[src/rtl/mna_noc_pkg.sv]
// Shared definitions for the manager-side NoC adapter (flit boxer and unboxer).
// Holds the 37-bit flit layout, flit type codes, command codes and a flit
// packing helper so that both directions agree on the bit format.
package mna_noc_pkg;

  localparam int ADDR_W = 32;
  localparam int DATA_W = 32;
  localparam int CMD_W  = 3;
  localparam int FLIT_W = 2 + 32 + CMD_W;

  // Field positions inside a flit: [36:35] type, [34:3] payload, [2:0] cmd.
  localparam int TYPE_MSB = 36;
  localparam int TYPE_LSB = 35;
  localparam int PAY_MSB  = 34;
  localparam int PAY_LSB  = 3;
  localparam int CMD_MSB  = 2;
  localparam int CMD_LSB  = 0;

  localparam logic [1:0] FLIT_HEAD      = 2'b10;  // head, data flit follows
  localparam logic [1:0] FLIT_HEAD_ONLY = 2'b11;  // single-flit packet
  localparam logic [1:0] FLIT_DATA      = 2'b01;  // data flit, always the tail

  localparam logic [CMD_W-1:0] CMD_READ  = 3'b010;
  localparam logic [CMD_W-1:0] CMD_WRITE = 3'b011;

  // Assemble a flit from its three fields.
  function automatic logic [FLIT_W-1:0] pack_flit(
    input logic [1:0]       ftype,
    input logic [31:0]      payload,
    input logic [CMD_W-1:0] cmd
  );
    logic [FLIT_W-1:0] f;
    f                   = {FLIT_W{1'b0}};
    f[TYPE_MSB:TYPE_LSB] = ftype;
    f[PAY_MSB:PAY_LSB]   = payload;
    f[CMD_MSB:CMD_LSB]   = cmd;
    return f;
  endfunction

endpackage

[src/rtl/mna_flit_boxer.sv]
// mna_flit_boxer: serialises one request per input handshake into a head flit
// and an optional data flit toward the router injection port.
// Ports:
//   clk, rst_n            clock, asynchronous active-low reset
//   in_valid / in_ready   request handshake (in_ready is combinational from noc_ready)
//   in_addr, in_data      head and data payloads
//   in_cmd, in_has_data   command code, data-flit-present flag
//   noc_flit / noc_valid  registered flit output, noc_ready from downstream
//   pkt_count             wrapping count of completed packets
module mna_flit_boxer
  import mna_noc_pkg::*;
(
  input  logic              clk,
  input  logic              rst_n,
  input  logic              in_valid,
  output logic              in_ready,
  input  logic [ADDR_W-1:0] in_addr,
  input  logic [DATA_W-1:0] in_data,
  input  logic [CMD_W-1:0]  in_cmd,
  input  logic              in_has_data,
  output logic [FLIT_W-1:0] noc_flit,
  output logic              noc_valid,
  input  logic              noc_ready,
  output logic [15:0]       pkt_count
);

  typedef enum logic [1:0] {
    ST_IDLE = 2'd0,
    ST_HEAD = 2'd1,
    ST_DATA = 2'd2
  } state_e;

  state_e              state_q, state_d;
  logic [FLIT_W-1:0]   flit_q, flit_d;
  logic                valid_q, valid_d;
  logic [DATA_W-1:0]   data_q, data_d;
  logic [CMD_W-1:0]    cmd_q, cmd_d;
  logic                has_data_q, has_data_d;
  logic [15:0]         count_q, count_d;

  logic out_hs_s;
  logic last_flit_s;
  logic pkt_done_s;
  logic in_ready_s;
  logic in_hs_s;

  // The address is not kept separately: it goes straight into the head flit
  // register, which holds it stable for as long as the head is stalled.
  assign out_hs_s    = valid_q & noc_ready;
  assign last_flit_s = (state_q == ST_DATA) | ((state_q == ST_HEAD) & ~has_data_q);
  assign pkt_done_s  = out_hs_s & last_flit_s;
  // Accepting on the last-flit handshake lets packets run back-to-back.
  assign in_ready_s  = (state_q == ST_IDLE) | pkt_done_s;
  assign in_hs_s     = in_valid & in_ready_s;

  assign in_ready  = in_ready_s;
  assign noc_flit  = flit_q;
  assign noc_valid = valid_q;
  assign pkt_count = count_q;

  // Next-state, next-flit and capture-register logic.
  always_comb begin
    state_d    = state_q;
    flit_d     = flit_q;
    valid_d    = valid_q;
    data_d     = data_q;
    cmd_d      = cmd_q;
    has_data_d = has_data_q;
    count_d    = count_q + {15'd0, pkt_done_s};

    if (in_hs_s) begin
      // New request: load its head flit, possibly replacing a finishing tail.
      state_d    = ST_HEAD;
      flit_d     = pack_flit(in_has_data ? FLIT_HEAD : FLIT_HEAD_ONLY, in_addr, in_cmd);
      valid_d    = 1'b1;
      data_d     = in_data;
      cmd_d      = in_cmd;
      has_data_d = in_has_data;
    end else if ((state_q == ST_HEAD) && out_hs_s && has_data_q) begin
      state_d = ST_DATA;
      flit_d  = pack_flit(FLIT_DATA, data_q, cmd_q);
      valid_d = 1'b1;
    end else if (pkt_done_s) begin
      state_d = ST_IDLE;
      valid_d = 1'b0;
    end else if (!(state_q inside {ST_IDLE, ST_HEAD, ST_DATA})) begin
      // Unreachable encoding: recover to idle rather than lock up.
      state_d = ST_IDLE;
      valid_d = 1'b0;
    end else begin
      state_d = state_q;
    end
  end

  // State, output and capture registers.
  always_ff @(posedge clk or negedge rst_n) begin
    if (!rst_n) begin
      state_q    <= ST_IDLE;
      flit_q     <= {FLIT_W{1'b0}};
      valid_q    <= 1'b0;
      data_q     <= {DATA_W{1'b0}};
      cmd_q      <= {CMD_W{1'b0}};
      has_data_q <= 1'b0;
      count_q    <= 16'd0;
    end else begin
      state_q    <= state_d;
      flit_q     <= flit_d;
      valid_q    <= valid_d;
      data_q     <= data_d;
      cmd_q      <= cmd_d;
      has_data_q <= has_data_d;
      count_q    <= count_d;
    end
  end

endmodule

[config.mk]
export PLATFORM = sky130hd
export DESIGN_NAME = mna_flit_boxer
export DESIGN_NICKNAME = d
export VERILOG_FILES = /design/src/rtl/mna_noc_pkg.sv /design/src/rtl/mna_flit_boxer.sv
export SDC_FILE = /design/constraint.sdc
export NUM_CORES = 1
export LEC_CHECK = 0
export ABC_AREA = 1
export CAP_MARGIN = 10
export CORE_MARGIN = 2
export CORE_UTILIZATION = 42
export CTS_CLUSTER_SIZE = 20
export DETAILED_ROUTE_END_ITERATION = 7
export GPL_TIMING_DRIVEN = 0
export PLACE_DENSITY = 0.83
export REMOVE_ABC_BUFFERS = 1
export SETUP_SLACK_MARGIN = 0.5
export SKIP_CTS_REPAIR_TIMING = 1
export SYNTH_ARGS = -nofsm -noshare
export SYNTH_HDL_FRONTEND = slang
export SYNTH_SLANG_ARGS = --single-unit
export TNS_END_PERCENT = 50
[constraint.sdc]
create_clock -name clk -period 1.7 [get_ports clk]
set_input_delay 0.34 -clock clk [delete_from_list [all_inputs] [get_ports clk]]
set_output_delay 0.34 -clock clk [all_outputs]
set_load 0.02 [all_outputs]
==> results of run 1 <==
-- flip-flops by register name (all words and copies together) (netlist names) --
register and count:
state_q 2, data_q 32, noc_flit 37, has_data_q 1, pkt_count 16, cmd_q 3, noc_valid 1
-- layer usage --
layer  up-vias  part of all wire  GRT usage
met2       207              0.51      0.325
li1       1836                 -          -
met1      2021              0.39      0.250
met3        28             0.074     0.0492
met4         0             0.020     0.0574
met5         -                 0          0
-- area by class of cell --
type                            instances  area, um^2
Timing Repair inverter                  1        7.51
Clock buffer                           11         151
Inverter                               24        93.8
Tap cell                              129         161
Fill cell                             698        2650
Timing Repair Buffer                  160        1790
Clock inverter                          5        60.1
Multi-Input combinational cell        337        2060
Sequential cell                        92        2310
-- path summary, 6_finish.rpt --
path,start,end,slack (ns),depth (start not counted)
worst max register to register,state_q[0],pkt_count[10],-0.23,11
min in group clk,data_q[23],data_q[23],0.49,2
worst min-delay path,rst_n,pkt_count[6],-0.06,1
worst max-delay path,state_q[0],pkt_count[10],-0.23,11
worst min register to register,data_q[23],data_q[23],0.49,2
max in group asynchronous,rst_n,pkt_count[2],0.64,2
-- logic make-up (layout without fill, tap and decap cells) --
| group | count (synthesis) | in the layout | share of synthesized area |
|---|---|---|---|
| AOI/OAI and AO/OA | 3 | 4 | 0.00433 |
| xor gates and xnor gates | 10 | 10 | 0.0217 |
| adders and majority gates | 2 | 2 | 0.00619 |
| buffers and inverters | 49 | 201 | 0.0662 |
| DFF | 92 | 92 | 0.569 |
| and+or+nand+nor | 306 | 321 | 0.332 |
-- per-stage QoR --
stage | total power [W] | TNS (ns) | worst slack, ns | std cells
2_1_floorplan | 0.00610 | -97.76 | -1.52 | 437
3_3_place_gp | 0.00768 | -476.90 | -3.03 | 692
3_5_place_dp | 0.00801 | -81.42 | -1.66 | 694
4_1_cts | 0.00957 | -52.61 | -1.29 | 710
5_1_grt | 0.0130 | -3.25 | -0.355 | 759
6_report | 0.0124 | -0.846 | -0.231 | 759
-- cell usage in the layout (no fill, tap or decap), drive strengths merged --
| master | synthesis | routed |
|---|---|---|
| a21boi | 1 | 2 |
| and2 | 3 | 3 |
| buf | 23 | 48 |
| bufinv | 0 | 1 |
| clkbuf | 2 | 16 |
| clkdlybuf4s50 | 0 | 96 |
| clkinv | 0 | 3 |
| clkinvlp | 0 | 3 |
| dfrtp | 92 | 92 |
| dlygate4sd3 | 0 | 1 |
| dlymetal6s2s | 0 | 10 |
| ha | 2 | 2 |
| inv | 24 | 23 |
| nand2 | 172 | 185 |
| nand3 | 112 | 114 |
| nand4 | 4 | 4 |
| nor2 | 12 | 12 |
| nor3 | 3 | 3 |
| o21ai | 2 | 2 |
| xnor2 | 4 | 4 |
| xor2 | 6 | 6 |
-- worst max-delay path, stage by stage (launching register included) --
cell and delay, ns:
dfrtp_2 0.47, nand2_2 0.09, inv_2 0.05, nor2_4 0.15
nand3_2 0.11, inv_2 0.09, ha_4 0.16, nand3_4 0.10
nor2_4 0.20, nand3_2 0.13, nor2_2 0.17, xor2_1 0.15
-- report_power, final --
group | leakage, nW | internal [W] | switching (W)
combinational | 1.96 | 0.00309 | 0.00391
sequential | 1.13 | 0.00314 | 0.000707
clock | 0.106 | 0.000763 | 0.000795
total | 3.19 | 0.00700 | 0.00541
==> results.sh, run 1 <==
export IMPL_initialDrtViolationCount=199
export IMPL_skew_ns=0.0121
export IMPL_holdCritPathClass="in -> async"
export IMPL_cp_data_arrival_time_ns=2.22
export IMPL_grt_max_degree=108
export IMPL_post_route_util=0.715
export IMPL_synth_top_area_share=0.569
export IMPL_max_vdd_ir_drop_v=0.00110
export IMPL_min_period_over_period=1.14
export IMPL_p_leak_nw=3.19
export IMPL_max_cap_viol_count=0
export IMPL_first_pass_iters=4
export IMPL_htreeDepth=3
export IMPL_synth_common_cells="nand2_1 (169), nand3_1 (112), dfrtp_1 (92)"
export IMPL_yosysWarnings=0
export IMPL_placementRows=35
export IMPL_cts_inserted_buffers=9
export IMPL_grt_overflow=0
export IMPL_cts_tree="yes"
export IMPL_path_clk_slew_ns=0.09
export IMPL_slew_viol_final=0
export IMPL_die_area_mm2=0.0104
export IMPL_grt_pass1_vias=3464
export IMPL_rsz0062_at_grt="yes"
export IMPL_critPathMaxFanout=5
export IMPL_yosysMostFrequentCell="nand2_1"
export IMPL_layout_drive_gt1_share=0.238
export IMPL_syn_area_per_cell_um2=8.75
export IMPL_place_area_mm2=0.00535
export IMPL_violations="hold timing, setup timing"
export IMPL_syn_inst=462
export IMPL_synth_top_cell_by_area="dfrtp_1"
export IMPL_synth_main_ff_cell="dfrtp_1"
export IMPL_power_density_mw_per_mm2=1870
export IMPL_gp_congestion=0.820
export IMPL_io_buffers=126
export IMPL_status="finished, violations left"
export IMPL_clock_fmax_mhz=518
export IMPL_fin_ws_ns=-0.231
export IMPL_synth_seq_area_share=0.569
export IMPL_cts_buffer_depth=2
export IMPL_synth_area_mm2=0.00404
export IMPL_vias=4092
export IMPL_worst_pin_slew_ns=0.836
export IMPL_antenna_found_initial=0
export IMPL_n_antenna_cell=0
export IMPL_critical_path_class="reg -> reg"
export IMPL_setup_viol=10
export IMPL_die_h_um=102
export IMPL_hpwl_um=6620
export IMPL_synth_distinct_cells=23
export IMPL_min_period_ns=1.93
export IMPL_hold_viol=33
export IMPL_synth_edf_count=0
export IMPL_design_area_mm2=0.00663
export IMPL_relSlewSlack=0.442
export IMPL_end_kind="register"
export IMPL_syn_to_final_growth_pct=64.1
export IMPL_holdWs_ns=-0.0630
export IMPL_synth_area_top_cells="dfrtp_1 (57%), nand2_1 (16%), nand3_1 (14%)"
export IMPL_wl_um=14900
export IMPL_fin_nets=699
export IMPL_postRouteAntennaNets=0
export IMPL_ys_ff_latch=92
export IMPL_start_util=0.435
export IMPL_wire_per_inst_um=19.7
export IMPL_dieWidth_um=102
export IMPL_core_mm2=0.00928
export IMPL_num_io_pins=127
export IMPL_clk_latency_ns=0.36
export IMPL_cts_root_buffer="clkbuf_8"
export IMPL_cts_sinks=92
export IMPL_async_flop_share=1.00
export IMPL_grt_usage=0.194
export IMPL_vias_per_cell=5.39
export IMPL_critPathLaunchType="register"
export IMPL_critical_path_required_ns=1.99
export IMPL_grt_pass1_wl_um=16000
export IMPL_drc_errors=0
No activity file was read; power rests on OpenSTA's default activity.
==> run 2, diff against run 1 <==
--- a/config.mk
+++ b/config.mk
@@ -8,11 +8,11 @@
 export ABC_AREA = 1
 export CAP_MARGIN = 10
 export CORE_MARGIN = 2
-export CORE_UTILIZATION = 42
+export CORE_UTILIZATION = 45
 export CTS_CLUSTER_SIZE = 20
 export DETAILED_ROUTE_END_ITERATION = 7
 export GPL_TIMING_DRIVEN = 0
-export PLACE_DENSITY = 0.83
+export PLACE_DENSITY = 0.85
 export REMOVE_ABC_BUFFERS = 1
 export SETUP_SLACK_MARGIN = 0.5
 export SKIP_CTS_REPAIR_TIMING = 1
==> constraint.sdc (replaced) <==
create_clock -name clk -period 2.1 [get_ports clk]
set_input_delay 0.42 -clock clk [delete_from_list [all_inputs] [get_ports clk]]
set_output_delay 0.42 -clock clk [all_outputs]
set_load 0.02 [all_outputs]
==> results.sh, run 2 (same netlist as run 1, synthesis figures left out) <==
export IMPL_p_leak_nw=3.15
export IMPL_wl_um=15500
export IMPL_vias_per_cell=5.77
export IMPL_layout_drive_gt1_share=0.257
export IMPL_worst_pin_slew_ns=0.779
export IMPL_n_antenna_cell=0
export IMPL_max_vdd_ir_drop_v=0.000840
export IMPL_clk_latency_ns=0.36
export IMPL_placementRows=34
export IMPL_holdWs_ns=0.0223
export IMPL_syn_to_final_growth_pct=64.6
export IMPL_postRouteAntennaNets=0
export IMPL_drc_errors=0
export IMPL_gp_congestion=0.800
export IMPL_cts_root_buffer="clkbuf_8"
export IMPL_first_pass_iters=5
export IMPL_largest_reg_flops=37
export IMPL_wire_per_inst_um=21.0
export IMPL_hpwl_um=6790
export IMPL_dp_slack_ns=-1.31
export IMPL_cts_inserted_buffers=9
export IMPL_placed_cells=673
export IMPL_critPathMaxFanout=7
export IMPL_setup_viol=0
export IMPL_clock_fmax_mhz=506
export IMPL_vias=4257
export IMPL_num_io_pins=127
export IMPL_die_h_um=98.8
export IMPL_min_period_over_period=0.941
export IMPL_die_area_mm2=0.00976
export IMPL_cts_sinks=92
export IMPL_final_common_cell="nand2_1"
export IMPL_relSlewSlack=0.481
export IMPL_antenna_found_initial=0
export IMPL_rsz0062_at_grt="yes"
export IMPL_fin_nets=699
export IMPL_critical_path_class="reg -> reg"
export IMPL_end_kind="register"
export IMPL_fin_cells=738
export IMPL_start_util=0.464
export IMPL_grt_pass1_vias=3669
export IMPL_layout_common_cells="nand2_1 (124), clkdlybuf4s50_1 (121), dfrtp_1 (89)"
export IMPL_power_density_mw_per_mm2=1510
export IMPL_initialDrtViolationCount=277
export IMPL_dieWidth_um=98.8
export IMPL_cts_tree="yes"
export IMPL_slew_viol_final=0
export IMPL_path_clk_slew_ns=0.10
export IMPL_critical_path_required_ns=2.39
export IMPL_htreeDepth=3
export IMPL_grt_max_degree=108
export IMPL_grt_usage=0.206
export IMPL_cts_buffer_depth=2
export IMPL_holdCritPathClass="in -> async"
export IMPL_max_cap_viol_count=0
export IMPL_grt_overflow=0
export IMPL_status="complete, no violations"
export IMPL_critPathLaunchType="register"
export IMPL_hold_viol=0
export IMPL_io_buffers=126
export IMPL_fin_ws_ns=0.123
export IMPL_min_period_ns=1.98
export IMPL_grt_pass1_wl_um=16400
export IMPL_core_mm2=0.00872
export IMPL_cp_data_arrival_time_ns=2.26
export IMPL_skew_ns=0.0115
-- run 2: metrics by stage --
stage / instance area [um^2] / setup TNS (ns) / util / power (W)
final: 6650 / 0 / 0.763 / 0.0101
after detailed placement: 5320 / -53.09 / 0.610 / 0.00649
after global routing: 6650 / 0 / 0.763 / 0.0105
after global placement: 5260 / -410.64 / 0.603 / 0.00630
after floorplan: 3860 / -69.86 / - / 0.00494
after CTS: 5510 / -30.49 / 0.632 / 0.00767
-- run 2: power breakdown --
group	switching [W]	total, W	internal [W]
Sequential	0.000589	0.00313	0.00254
Combinational	0.00327	0.00573	0.00246
Clock	0.000645	0.00120	0.000552
-- run 2: final timing paths --
check                                    end        from  slack [ns]  cells past startpoint
max in group asynchronous         state_q[0]       rst_n        1.41                      2
worst min register to register    data_q[30]  data_q[30]        0.49                      2
worst min-delay path              data_q[30]       rst_n        0.02                      1
min in group clk                  data_q[30]  data_q[30]        0.49                      2
worst max register to register  noc_flit[18]  state_q[0]        0.12                     11
worst max-delay path            noc_flit[18]  state_q[0]        0.12                     11
-- run 2: worst max-delay path, cell delays in order, from the launching register on --
cell       delay, ns
dfrtp_2         0.47
nand2_2         0.10
inv_2           0.05
nor2_4          0.14
nand2_4         0.10
buf_6           0.13
buf_6           0.10
a21boi_4        0.27
buf_12          0.20
clkbuf_16       0.17
nand2_1         0.07
nand3_1         0.11
-- run 2: per-layer routing --
| metal | vias up | global-route usage | wire, um | share of wire |
|---|---|---|---|---|
| met3 | 49 | 0.0511 | 1450 | 0.093 |
| met1 | 2097 | 0.245 | 5670 | 0.37 |
| met5 | - | 0 | 0 | 0 |
| met4 | 0 | 0.0832 | 485 | 0.031 |
| li1 | 1839 | - | - | - |
| met2 | 272 | 0.360 | 7910 | 0.51 |
-- run 2: area by class of cell --
class | instances | area [um^2]
tap | 108 | 135
sequential | 92 | 2310
timing repair inverter | 1 | 7.51
fill | 552 | 2070
timing repair buffer | 160 | 1740
clock buffer | 10 | 128
inverter | 24 | 93.8
multi-input combinational | 337 | 2180
clock inverter | 6 | 63.8
==> run 3, diff against run 2 <==
--- a/config.mk
+++ b/config.mk
@@ -12,6 +12,7 @@
 export CTS_CLUSTER_SIZE = 20
 export DETAILED_ROUTE_END_ITERATION = 7
 export GPL_TIMING_DRIVEN = 0
+export HOLD_SLACK_MARGIN = 0.05
 export PLACE_DENSITY = 0.85
 export REMOVE_ABC_BUFFERS = 1
 export SETUP_SLACK_MARGIN = 0.5
==> results of run 3 <==
Final layout, timing and power as in run 2 (identical DEF).
==> RTL edit 1, RTL diff (settings of run 1) <==
Make the reset (`rst_n`) synchronous in one clocked block. Comments in the files are not updated.
--- a/src/rtl/mna_flit_boxer.sv
+++ b/src/rtl/mna_flit_boxer.sv
@@ -95,3 +95,3 @@
   // State, output and capture registers.
-  always_ff @(posedge clk or negedge rst_n) begin
+  always_ff @(posedge clk) begin
     if (!rst_n) begin
Behaviour: differs if rst_n is asserted again (counterexample within 4 cycles, from zero or initial values and one cycle with rst_n low); with rst_n held inactive, the same outputs for 10 cycles.
==> RTL edit 1 against run 1 <==
  * The run ends with negative setup slack left
  * Design area rose by 1.3%
  * First-iteration DRC count down 8.5%
  * Routed wire length shrank 8.1%
  * Cell count increased by 7.5%
  * Critical path depth is 3 higher
  * Sequential share of layout area decreased by 7.0 points
  * Sequential cell count stayed put
  * Area after synthesis shrank 2.9%
  * Fmax increased by 3.2%
  * Worst setup slack better by 0.061 ns
  * Critical path type unchanged
  * Largest cell class is now multi-input gates
Power is not compared: it rests on default switching activity, and its combinational part moved more than twofold at a synthesized area within 25%.
==> RTL edit 1: results (changes against run 1) <==
[finish]
drive_gt1_share_pct=37.4  ; +14 points
num-nets-final=775  ; +11%

[place]
place_area_sq_um=5230  ; -2.2%
dp_slack_ns=-1.16  ; +0.499 ns

[drt]
wl_per_cell_um=16.8  ; -15%
first_iter_violations=182  ; -8.5%
vias_per_cell=5.32  ; -1.4%

[worst_hold_path]
worst_hold_path_type=in -> reg

[grt]
grt_max_degree=104  ; -3.7%
grt_pass1_wl_mm=16.2  ; +1.2%

[run_status]
status=finished with violations
violations=negative setup slack

[setup_path]
crit_path_start=has_data_q
path_max_fanout=4  ; -1
crit_arrival_ns=2.12  ; -0.10 ns
slowest_stage=dfxtp_2
timing.rr.end=pkt_count[14]
critPathMaxStageDelay_ns=0.34  ; -0.13 ns
reg2reg_depth=14  ; +3

[synthesis]
synthTopCellsByCount=nand2_1, nand3_1, dfxtp_1
synth_seq_area_share_pct=46.9  ; -10 points
synth.area.top_cells=dfxtp_1, nand2_1, nand3_1
yosysUniqueCellTypes=24  ; +4.3%

[timing]
fin_setup_tns_ns=-2.19  ; -1.34 ns
timing.hold.ws_ns=0.290  ; +0.353 ns
setup_violations=44  ; +34
finalWorstSetupSlack_ns=-0.170  ; +0.0607 ns

-- RTL edit 1: cell types whose count changed after synthesis, sizes merged, moves of 4 or more --
cell           run 1  this run
dfxtp              0        92
nor2              12        24
a21oi              0        48
nand3            112       103
inv               24        56
buf               23        19
clkbuf             2        15
o21ai              2        14
xor2               6         1
xnor2              4         0
dfrtp             92         0
-- RTL edit 1: layout make-up --
class	instances	area [sq um]
fill	660	2430
clock buffer	12	145
multi-input combinational	374	2420
clock inverter	4	120
sequential	92	1870
inverter	57	249
tap	111	139
timing repair buffer	166	1780
-- RTL edit 1: per-stage QoR --
stage | util [%] | instances
after floorplan | - | 518
after global placement | 56.0 | 755
after detailed placement | 57.2 | 759
after CTS | 60.1 | 775
after global routing | 73.5 | 816
final | 73.5 | 816
-- RTL edit 1: power breakdown --
group          leakage, nW  total [mW]  switching [mW]  internal (mW)
clock                0.131        1.93           0.758           1.17
sequential           0.763        2.36          0.0763           2.28
combinational         2.37        1.22           0.631          0.586
total                 3.26        5.50            1.47           4.03
-- RTL edit 1: logic make-up (layout without fill, tap and decap cells) --
kind of cell | after synthesis | count (layout) | share of synthesized area, %
xor gates and xnor gates | 1 | 1 | 0.223
adders and majority gates | 3 | 3 | 0.956
DFF | 92 | 92 | 46.9
AOI/OAI and AO/OA | 65 | 66 | 8.61
and+or+nand+nor | 300 | 304 | 32.6
buffers and inverters | 91 | 239 | 10.6
-- RTL edit 1: tightest hold or removal path: cells and delay by family --
| family | cells | cell delay, ns |
|---|---|---|
| and+or+nand+nor | 1 | 0.08 |
| buffers and inverters | 2 | 0.17 |
-- RTL edit 1: per-layer routing --
layer,global-route usage (%),vias up,share of wire [%]
met4,6.64,0,1.8
met1,22.8,2068,39
li1,-,2070,-
met5,0,-,0
met2,36.2,177,53
met3,3.74,24,5.6
==> RTL edit 2, RTL diff (settings of run 1) <==
Made on the original files. Put one more register stage on the output `pkt_count`, cleared by the reset. The value now appears one clock later. The other outputs are not delayed to match.
--- a/src/rtl/mna_flit_boxer.sv
+++ b/src/rtl/mna_flit_boxer.sv
@@ -58,3 +58,9 @@
   assign noc_valid = valid_q;
-  assign pkt_count = count_q;
+  always_ff @(posedge clk or negedge rst_n) begin
+    if (!rst_n) begin
+      pkt_count <= '0;
+    end else begin
+      pkt_count <= count_q;
+    end
+  end
 
Behaviour: not the same (Yosys sat finds a counterexample within 4 cycles, from zero or initial values and one cycle with rst_n low).
==> RTL edit 2 against run 1 <==
  * The flow still finishes with violations (negative hold slack, negative setup slack)
  * Area after synthesis grew 9.7%
  * First-iteration DRC count down 14%
  * Routed wire length is 13% higher
  * Design area grew 20%
  * Worst setup slack improved by 0.022 ns
  * Total power grew 16%
  * Sequential cell count up 16
  * Count of clock-buffer cells in the layout unchanged
  * Critical path type unchanged
  * Largest cell class unchanged
==> RTL edit 2: results (changes against run 1) <==
[grt]
grt_pass1_vias=3606  ; +4.1%
grt_pass1_wl_mm=16.6  ; +3.8%
track_usage_pct=18.3  ; -1.1 points

[finish]
register_area_sq_um=2710  ; +17%
finalInstanceArea_sq_um=7960  ; +20%
clock_area_share_pct=2.23  ; -0.95 points
multi_input_cells=327  ; -3.0%
signal_buffers=187  ; +17%
buffer_area_share_pct=29.6  ; +2.6 points
drive_gt1_share_pct=47.7  ; +24 points
multi_input_area_share_pct=30.8  ; -0.26 points
num-nets-final=730  ; +4.4%

[drt]
wl_met1_mm=6.08  ; +3.1%
num_vias=4372  ; +6.8%
dr_wl_met3_mm=1.05  ; -4.9%
wl_per_cell_um=21.2  ; +7.9%

[timing]
fin_setup_tns_ns=-8.99  ; -8.14 ns
finalWorstSetupSlack_ns=-0.208  ; +0.0223 ns
setup_violations=74  ; +64
clock-skew-final_ns=0.0165  ; +0.00445 ns
finalHoldViolCount=33  ; unchanged
timing.hold.ws_ns=-0.0351  ; +0.0279 ns

[run_status]
violations=negative hold slack, negative setup slack
status=finished with violations

[synthesis]
synth_seq_area_share_pct=60.9  ; +4.0 points
synthTopCellsByCount=nand2_1, nand3_1, dfrtp_1
syn-cell-area_sq_um=4440  ; +9.7%

[setup_path]
path_max_fanout=4  ; -1
slowest_stage=dfrtp_1
r2r_start=state_q[1]

[place]
place_area_sq_um=5790  ; +8.2%
post-dp-hpwl_mm=6.94  ; +4.8%
gp_congestion=0.769  ; -6.2%
dp.cells=718  ; +3.5%
dp_slack_ns=-1.73  ; -0.0732 ns

[power]
peakVddDrop_uv=1010  ; -8.2%

-- RTL edit 2: changes by cell type after synthesis, moves of 3 or more --
cell / delta
dfrtp_1: +16
buf_2: -5
buf_4: +4
buf_1: +3
nand2_1: +3
nand3_1: -3
nand4_1: +3
-- RTL edit 2: power breakdown --
group | leakage (nW) | switching (mW) | internal, mW
clock | 0.0937 | 0.888 | 0.581
combinational | 2.41 | 4.27 | 4.05
sequential | 1.33 | 0.998 | 3.60
total | 3.83 | 6.16 | 8.23
-- RTL edit 2: per-layer routing --
metal	vias to the layer above	track usage, %
li1	1923	-
met1	2167	23.5
met2	214	30.7
met3	68	3.53
met4	0	7.33
met5	-	0
-- RTL edit 2: cells by family (layout without fill, tap and decap cells) --
family / Yosys count / count (layout) / synth area share, %
buf+inv: 47 / 226 / 5.72
compound gates: 4 / 5 / 0.592
flops: 108 / 108 / 60.9
simple gates: 308 / 311 / 30.4
xor+xnor: 9 / 9 / 1.78
fa+ha+maj: 2 / 2 / 0.564
